File: src/rtl/gcd_host.sv
// -----------------------------------------------------------------------------
// gcd_host
//
// Self-test initiator for the gcd core's ld/rdy job protocol. It generates
// pseudo-random operand pairs from a 32-bit Galois LFSR, launches them one at
// a time with a single-cycle ld pulse, and collects each result on rdy. It
// keeps job counters and a running checksum of results, aborts a job that
// takes too long, and flags a result pulse that arrives while a job is still
// being launched.
//
// Parameters
//   WIDTH    operand/result width, 2..16
//   NJOBS    jobs per run, 1..65535
//   TIMEOUT  maximum WAIT cycles per job before the run aborts, >= 1
//   SEED     LFSR seed; 0 is replaced by 1 (the all-zero state is a lock-up)
//
// Ports
//   clk       in   1      clock, all state on the rising edge
//   reset     in   1      synchronous, active-low reset
//   start     in   1      level; begins a run when sampled in IDLE/DONE/TOUT
//   a         out  WIDTH  operand A, registered, valid with ld, held after
//   b         out  WIDTH  operand B, registered, valid with ld, held after
//   ld        out  1      one-cycle job launch pulse to the core
//   q         in   WIDTH  result from the core, valid with rdy
//   rdy       in   1      one-cycle result-valid pulse from the core
//   busy      out  1      a run is in progress (ISSUE or WAIT)
//   done      out  1      run completed all NJOBS jobs
//   timeout   out  1      run aborted on a job that exceeded TIMEOUT
//   err       out  1      sticky: rdy seen while a job was being launched
//   nld       out  16     jobs issued this run
//   nrdy      out  16     results accepted this run
//   checksum  out  16     sum of accepted results, zero-extended, mod 2^16
// -----------------------------------------------------------------------------
module gcd_host #(
    parameter int          WIDTH   = 8,
    parameter int          NJOBS   = 100,
    parameter int          TIMEOUT = 1023,
    parameter logic [31:0] SEED    = 32'hACE1_5EED
) (
    input  logic             clk,
    input  logic             reset,
    input  logic             start,
    output logic [WIDTH-1:0] a,
    output logic [WIDTH-1:0] b,
    output logic             ld,
    input  logic [WIDTH-1:0] q,
    input  logic             rdy,
    output logic             busy,
    output logic             done,
    output logic             timeout,
    output logic             err,
    output logic [15:0]      nld,
    output logic [15:0]      nrdy,
    output logic [15:0]      checksum
);

    // -------------------------------------------------------------------------
    // Constants
    // -------------------------------------------------------------------------
    localparam logic [2:0] S_IDLE  = 3'd0;
    localparam logic [2:0] S_ISSUE = 3'd1;
    localparam logic [2:0] S_WAIT  = 3'd2;
    localparam logic [2:0] S_DONE  = 3'd3;
    localparam logic [2:0] S_TOUT  = 3'd4;

    localparam logic [31:0] LFSR_MASK = 32'h8020_0003;
    localparam logic [31:0] SEED_EFF  = (SEED == 32'h0) ? 32'h1 : SEED;

    // The wait counter must be able to hold TIMEOUT itself (its value on the
    // cycle the state machine leaves for TOUT).
    localparam int              CNT_W     = $clog2(TIMEOUT + 1);
    localparam logic [CNT_W-1:0] WAIT_LAST = CNT_W'(TIMEOUT - 1);
    localparam logic [15:0]      NJOBS_16  = 16'(NJOBS);

    // -------------------------------------------------------------------------
    // State
    // -------------------------------------------------------------------------
    logic [2:0]       state;
    logic [2:0]       state_next;
    logic [31:0]      lfsr;
    logic [CNT_W-1:0] wait_cnt;

    // -------------------------------------------------------------------------
    // Operand generation
    // -------------------------------------------------------------------------
    logic [31:0]      lfsr_next;
    logic [WIDTH-1:0] raw_a;
    logic [WIDTH-1:0] raw_b;
    logic [WIDTH-1:0] opnd_a;
    logic [WIDTH-1:0] opnd_b;

    // Galois form, shifting right: the bit falling out of position 0 is fed
    // back into every tap of the mask.
    assign lfsr_next = {1'b0, lfsr[31:1]} ^ (lfsr[0] ? LFSR_MASK : 32'h0);

    assign raw_a = lfsr[WIDTH-1:0];
    assign raw_b = lfsr[16+WIDTH-1:16];

    // The core must never see a zero operand.
    assign opnd_a = (raw_a == '0) ? WIDTH'(1) : raw_a;
    assign opnd_b = (raw_b == '0) ? WIDTH'(1) : raw_b;

    // -------------------------------------------------------------------------
    // Control decode
    // -------------------------------------------------------------------------
    logic        launch;
    logic        restart;
    logic [15:0] nrdy_inc;
    logic        last_job;

    assign nrdy_inc = nrdy + 16'd1;
    assign last_job = (nrdy_inc == NJOBS_16);

    // A run restarted from DONE/TOUT starts with clean counters; from IDLE
    // they are already zero because IDLE is only reachable through reset.
    assign restart = start && ((state == S_DONE) || (state == S_TOUT));

    // ISSUE never lasts more than one cycle, so entering it is a launch.
    assign launch = (state_next == S_ISSUE);

    // NOTE: every signal assigned in an always_comb block receives a default
    // on entry, so no path through the case can leave it unassigned and infer
    // a latch.
    always_comb begin
        state_next = state;
        case (state)
            S_IDLE: begin
                if (start) state_next = S_ISSUE;
            end
            S_ISSUE: begin
                state_next = S_WAIT;
            end
            S_WAIT: begin
                // A result on the last permitted WAIT cycle still wins over
                // the timeout.
                if (rdy) begin
                    state_next = last_job ? S_DONE : S_ISSUE;
                end else if (wait_cnt == WAIT_LAST) begin
                    state_next = S_TOUT;
                end
            end
            S_DONE, S_TOUT: begin
                if (start) state_next = S_ISSUE;
            end
            default: begin
                state_next = S_IDLE;
            end
        endcase
    end

    // -------------------------------------------------------------------------
    // Registers
    // -------------------------------------------------------------------------
    // NOTE: all state here is updated with non-blocking assignments so every
    // register samples the pre-edge value of every other register, regardless
    // of the order of statements in the block.
    always_ff @(posedge clk) begin
        if (!reset) begin
            state    <= S_IDLE;
            lfsr     <= SEED_EFF;
            wait_cnt <= '0;
            a        <= '0;
            b        <= '0;
            err      <= 1'b0;
            nld      <= 16'd0;
            nrdy     <= 16'd0;
            checksum <= 16'd0;
        end else begin
            state <= state_next;

            // Operands are captured on the edge into ISSUE so they are stable
            // for the whole ld cycle and held until the next launch.
            if (launch) begin
                a <= opnd_a;
                b <= opnd_b;
            end

            if (restart) begin
                err      <= 1'b0;
                nld      <= 16'd0;
                nrdy     <= 16'd0;
                checksum <= 16'd0;
            end

            case (state)
                S_ISSUE: begin
                    lfsr     <= lfsr_next;
                    nld      <= nld + 16'd1;
                    wait_cnt <= '0;
                    // A result during launch cannot belong to this job and
                    // the previous one has already been retired; flag it and
                    // drop q.
                    if (rdy) err <= 1'b1;
                end
                S_WAIT: begin
                    if (rdy) begin
                        nrdy     <= nrdy_inc;
                        checksum <= checksum + 16'(q);
                    end else begin
                        wait_cnt <= wait_cnt + CNT_W'(1);
                    end
                end
                default: begin
                end
            endcase
        end
    end

    // -------------------------------------------------------------------------
    // Outputs decoded from the registered state
    // -------------------------------------------------------------------------
    assign ld      = (state == S_ISSUE);
    assign busy    = (state == S_ISSUE) || (state == S_WAIT);
    assign done    = (state == S_DONE);
    assign timeout = (state == S_TOUT);

endmodule

File: config.mk
export PLATFORM = sky130hd
export DESIGN_NAME = gcd_host
export DESIGN_NICKNAME = d
export VERILOG_FILES = /design/src/rtl/gcd_host.sv
export SDC_FILE = /design/constraint.sdc
export NUM_CORES = 1
export LEC_CHECK = 0
export CAP_MARGIN = 20
export CORE_ASPECT_RATIO = 1.2
export CORE_MARGIN = 10
export CORE_UTILIZATION = 38
export CTS_CLUSTER_SIZE = 24
export DETAILED_ROUTE_END_ITERATION = 10
export GPL_ROUTABILITY_DRIVEN = 0
export PLACE_DENSITY_LB_ADDON = 0.12
export SYNTH_ARGS = -nofsm -noshare
export SYNTH_HDL_FRONTEND = slang
export SYNTH_SLANG_ARGS = --single-unit
File: constraint.sdc
create_clock -name clk -period 3.26 [get_ports clk]
set_clock_uncertainty 0.1 [all_clocks]
set_input_delay 0.652 -clock clk [delete_from_list [all_inputs] [get_ports clk]]
set_output_delay 0.652 -clock clk [all_outputs]
set_load 0.005 [all_outputs]
==> results.yml <==
floorplan:
  top_level_pins: 81
  die_h_microns: 149
  std_cell_rows: 47
  die_width_microns: 128
  initial_core_util_pct: 38.5
  design.core.area_sq_um: 13800
  dieArea_sq_um: 19100
sta:
  fin_tns_setup_ns: 0
  slew_headroom_pct: 56.7
  timing_max_transition_violations_final: 0
  grt_setup_unrepaired: "false"
  final_critical_path_setup_slack_ns: 0.420
  worst_slew_pin_slew_ns: 0.649
  final_min_period_over_clock_period_pct: 87.1
  worst_hold_slack_ns: 0.352
  peak_freq_ghz: 0.352
  final-setup-viol-count: 0
  timing.final.crit_period_ns: 2.84
  finalHoldViolCount: 0
finish:
  fillers: 1373
  layout_commonest_cell: "nand2_1"
  antenna_cells_inserted: 0
  nNetsFinal: 752
  area_growth_syn_to_layout_pct: 23.6
  final_cell_mix: "nand2_1, dfxtp_1, clkdlybuf4s50_1"
  final-instance-count-excl-fill: 901
  drive_above_1_share_pct: 6.30
yosys:
  yosys-mux-area-fraction_pct: 4.06
  postSynthRegisterBits: 110
  syn-instance-count: 657
  synth_top_family_by_area: "simple AND/OR/NAND/NOR gates"
  synth-adder-area-share_pct: 3.68
  yosysUniqueCellTypes: 58
  ys.flop_type: "dfxtp_1"
  synth.yosys.seq_area_share_pct: 41.6
  postSynthAreaPerCell_sq_um: 8.06
  synth_edf_count: 0
  yosys_warnings: 0
  synth-compound-area-share_pct: 14.1
  yosys.area_share.xor_xnor_pct: 3.64
  syn_area_sq_um: 5300
  synth.net_count: 684
  async_reset_ff_share_pct: 0
  post_synth_and_or_nand_nor_area_fraction_pct: 28.6
power:
  powerDensity_nw_per_um2: 445
  power_share_of_the_combinational_group_pct: 11.3
  share_seq_of_total_power_pct: 50.1
  peakVddDrop_uv: 275
  cell_internal_pwr_mw: 2.16
  p_leak_nw: 2.45
  sw_frac_of_total_pct: 25.7
  share_clk_of_total_power_pct: 38.6
  net_switching_mw: 0.749
clock_tree:
  cts_setup_buffers: 0
  cts-hold-fix-buffers: 0
  cts-htree-levels: 3
  tritoncts: "done"
  cts_buffers: 9
  clock_path_buffers: 2
  clockRootBuffer: "clkbuf_16"
  ctsResizeCount: 0
  clkTransAtPathRegs_ns: 0.07
  cts_num_sinks: 110
  clock_insertion_delay_worst_skew_ns: 0.35
worst_hold_path:
  timing.hold.worst.class: "reg2reg"
  hold_start: "lfsr[25]$_SDFFE_PN0P_"
worst_setup_path:
  timing.critical_path.slowest_stage_cell: "clkdlybuf4s50_1"
  critical_path_fanout_max: 4
  timing_worst_setup_path_type: "in2reg"
  cp.arrival_ns: 2.98
  dominant_delay_contributor_by_cell_family_on_the_critical_path: "compound AO/OA/AOI/OAI gates"
  critPathMaxStageDelay_ns: 0.46
  timing.critical_path.mode_cell: "a21oi_1"
  setup.worst_path.start_class: "input pin"
  worstReg2RegStart: "nrdy[0]$_SDFF_PN0_"
  worstPathBufferInverterCount: 2
  end_kind: "flop"
  worstPathCellList: "clkdlybuf4s50_1 -> ha_1 -> inv_1 -> fa_1 -> nor2b_1 -> o21ai_0 -> a21oi_1 -> o21ai_0 -> a21oi_1 -> a21oi_1 -> a41o_1"
  critPathLaunch: "q[0]"
  worst_ep_required_time_ns: 3.40
flow_run:
  timing.max_cap.violations: 0
placement:
  numPlacedInstances: 885
  numPortBuffers: 80
  placement.setup.worst_slack_ns: 0.0806
  dpl.hpwl_microns: 9750
drt:
  first_iter_violations: 304
  avgViaCountPerCell: 5.29
  drt_pre_antenna_iters: 5
  routed-via-count: 4766
  met1_wirelength_microns: 6190
  route.antenna.remaining_nets: 0
  detail_route.drc_violations: 0
  routed_wire_length_per_instance_microns: 15.1
  route.met3.wl_microns: 623
  wl_microns: 13600
  met2_length_microns: 6590
  top_layer_used: "met4"
grt:
  grt_antenna_before_repair: 0
  first_global_vias: 4513
  grt_first_pass_wirelength_microns: 22700
  grt_max_degree: 63
  globalRoute.totalOverflow: 0
  total_routing_usage_reported_by_global_routing_pct: 14.4
run_status:
  run_status: "finished, final reports clean"
## area by class of cell
| cell class | count | area (sq um) | share of cell area (%) |
|---|---|---|---|
| Clock buffer | 10 | 229 | 3.50 |
| Clock inverter | 6 | 68.8 | 1.05 |
| Inverter | 14 | 52.6 | 0.803 |
| Multi-Input combinational cell | 494 | 2870 | 43.8 |
| Sequential cell | 110 | 2200 | 33.6 |
| Tap cell | 171 | 214 | 3.27 |
| Timing Repair Buffer | 96 | 916 | 14.0 |
## layer usage
metal	global-route usage, %	vias up
met3	3.27	15
met2	24.8	88
met5	0	-
met4	4.57	0
met1	17.1	2239
li1	-	2424
## logic make-up (layout without fill, tap and decap cells)
group,after synthesis,in the layout
multiplexers,21,21
adder cells (fa/ha/maj),15,15
AO/OA/AOI/OAI,126,126
flip-flops,110,110
buffers and inverters,53,126
XOR/XNOR,22,22
AND/OR/NAND/NOR,310,310
## worst reg2reg max path: stages, from the launching register on
cell	delay [ns]
dfxtp_1	0.50
ha_1	0.31
nand4_1	0.21
nor4_2	0.34
xnor2_1	0.19
nand4_1	0.16
a2111oi_4	0.50
nor2_4	0.22
mux2i_1	0.17
## power groups by stage
stage               Clock (mW)  Combinational, mW  Sequential, mW
floorplan                    0              0.212            1.47
global placement             0              0.329            1.49
detailed placement           0              0.335            1.49
CTS                       1.16              0.336            1.46
global route              1.20              0.373            1.47
finish                    1.12              0.329            1.46
## metrics by stage
| step | cell area [sq um] | power, mW | util [%] |
|---|---|---|---|
| 2_1_floorplan | 5300 | 1.69 | - |
| 3_3_place_gp | 6250 | 1.82 | 45.4 |
| 3_5_place_dp | 6250 | 1.83 | 45.4 |
| 4_1_cts | 6550 | 2.95 | 47.6 |
| 5_1_grt | 6550 | 3.05 | 47.6 |
| 6_report | 6550 | 2.91 | 47.6 |
## synth_stat cells (all sizes together) (3+ instances only)
| cell | count | share of area, % |
|---|---|---|
| a211oi | 4 | 0.57 |
| a21oi | 59 | 5.6 |
| a22oi | 6 | 0.85 |
| and2 | 6 | 0.71 |
| and3 | 11 | 1.3 |
| and4 | 4 | 0.66 |
| buf | 10 | 1.3 |
| clkbuf | 29 | 2.1 |
| dfxtp | 110 | 42 |
| ha | 14 | 3.3 |
| inv | 14 | 0.99 |
| mux2 | 4 | 0.85 |
| mux2i | 17 | 3.2 |
| nand2 | 126 | 8.9 |
| nand2b | 4 | 0.47 |
| nand3 | 46 | 4.6 |
| nand4 | 11 | 1.3 |
| nand4b | 4 | 0.66 |
| nand4bb | 3 | 0.94 |
| nor2 | 58 | 4.3 |
| nor3 | 8 | 0.76 |
| nor4 | 4 | 0.59 |
| o211ai | 8 | 1.1 |
| o21ai | 32 | 3.0 |
| or3 | 10 | 1.2 |
| xnor2 | 10 | 1.7 |
| xor2 | 12 | 2.0 |
## registers in the layout, summed over array words and instances, names as in the netlist
name,count
checksum,16
a,8
b,8
err,1
lfsr,32
state,3
wait_cnt,10
nld,16
nrdy,16
## worst paths after layout
check                                         endpoint  slack (ns)  depth (start not counted)
worst min-delay path             lfsr[24]$_SDFFE_PN0P_        0.35                          2
worst min register to register   lfsr[24]$_SDFFE_PN0P_        0.35                          2
worst max-delay path            checksum[8]$_SDFF_PN0_        0.42                         11
worst max register to register       b[3]$_SDFFE_PN0N_        0.44                          8
Power figures use the tool's default switching activity.
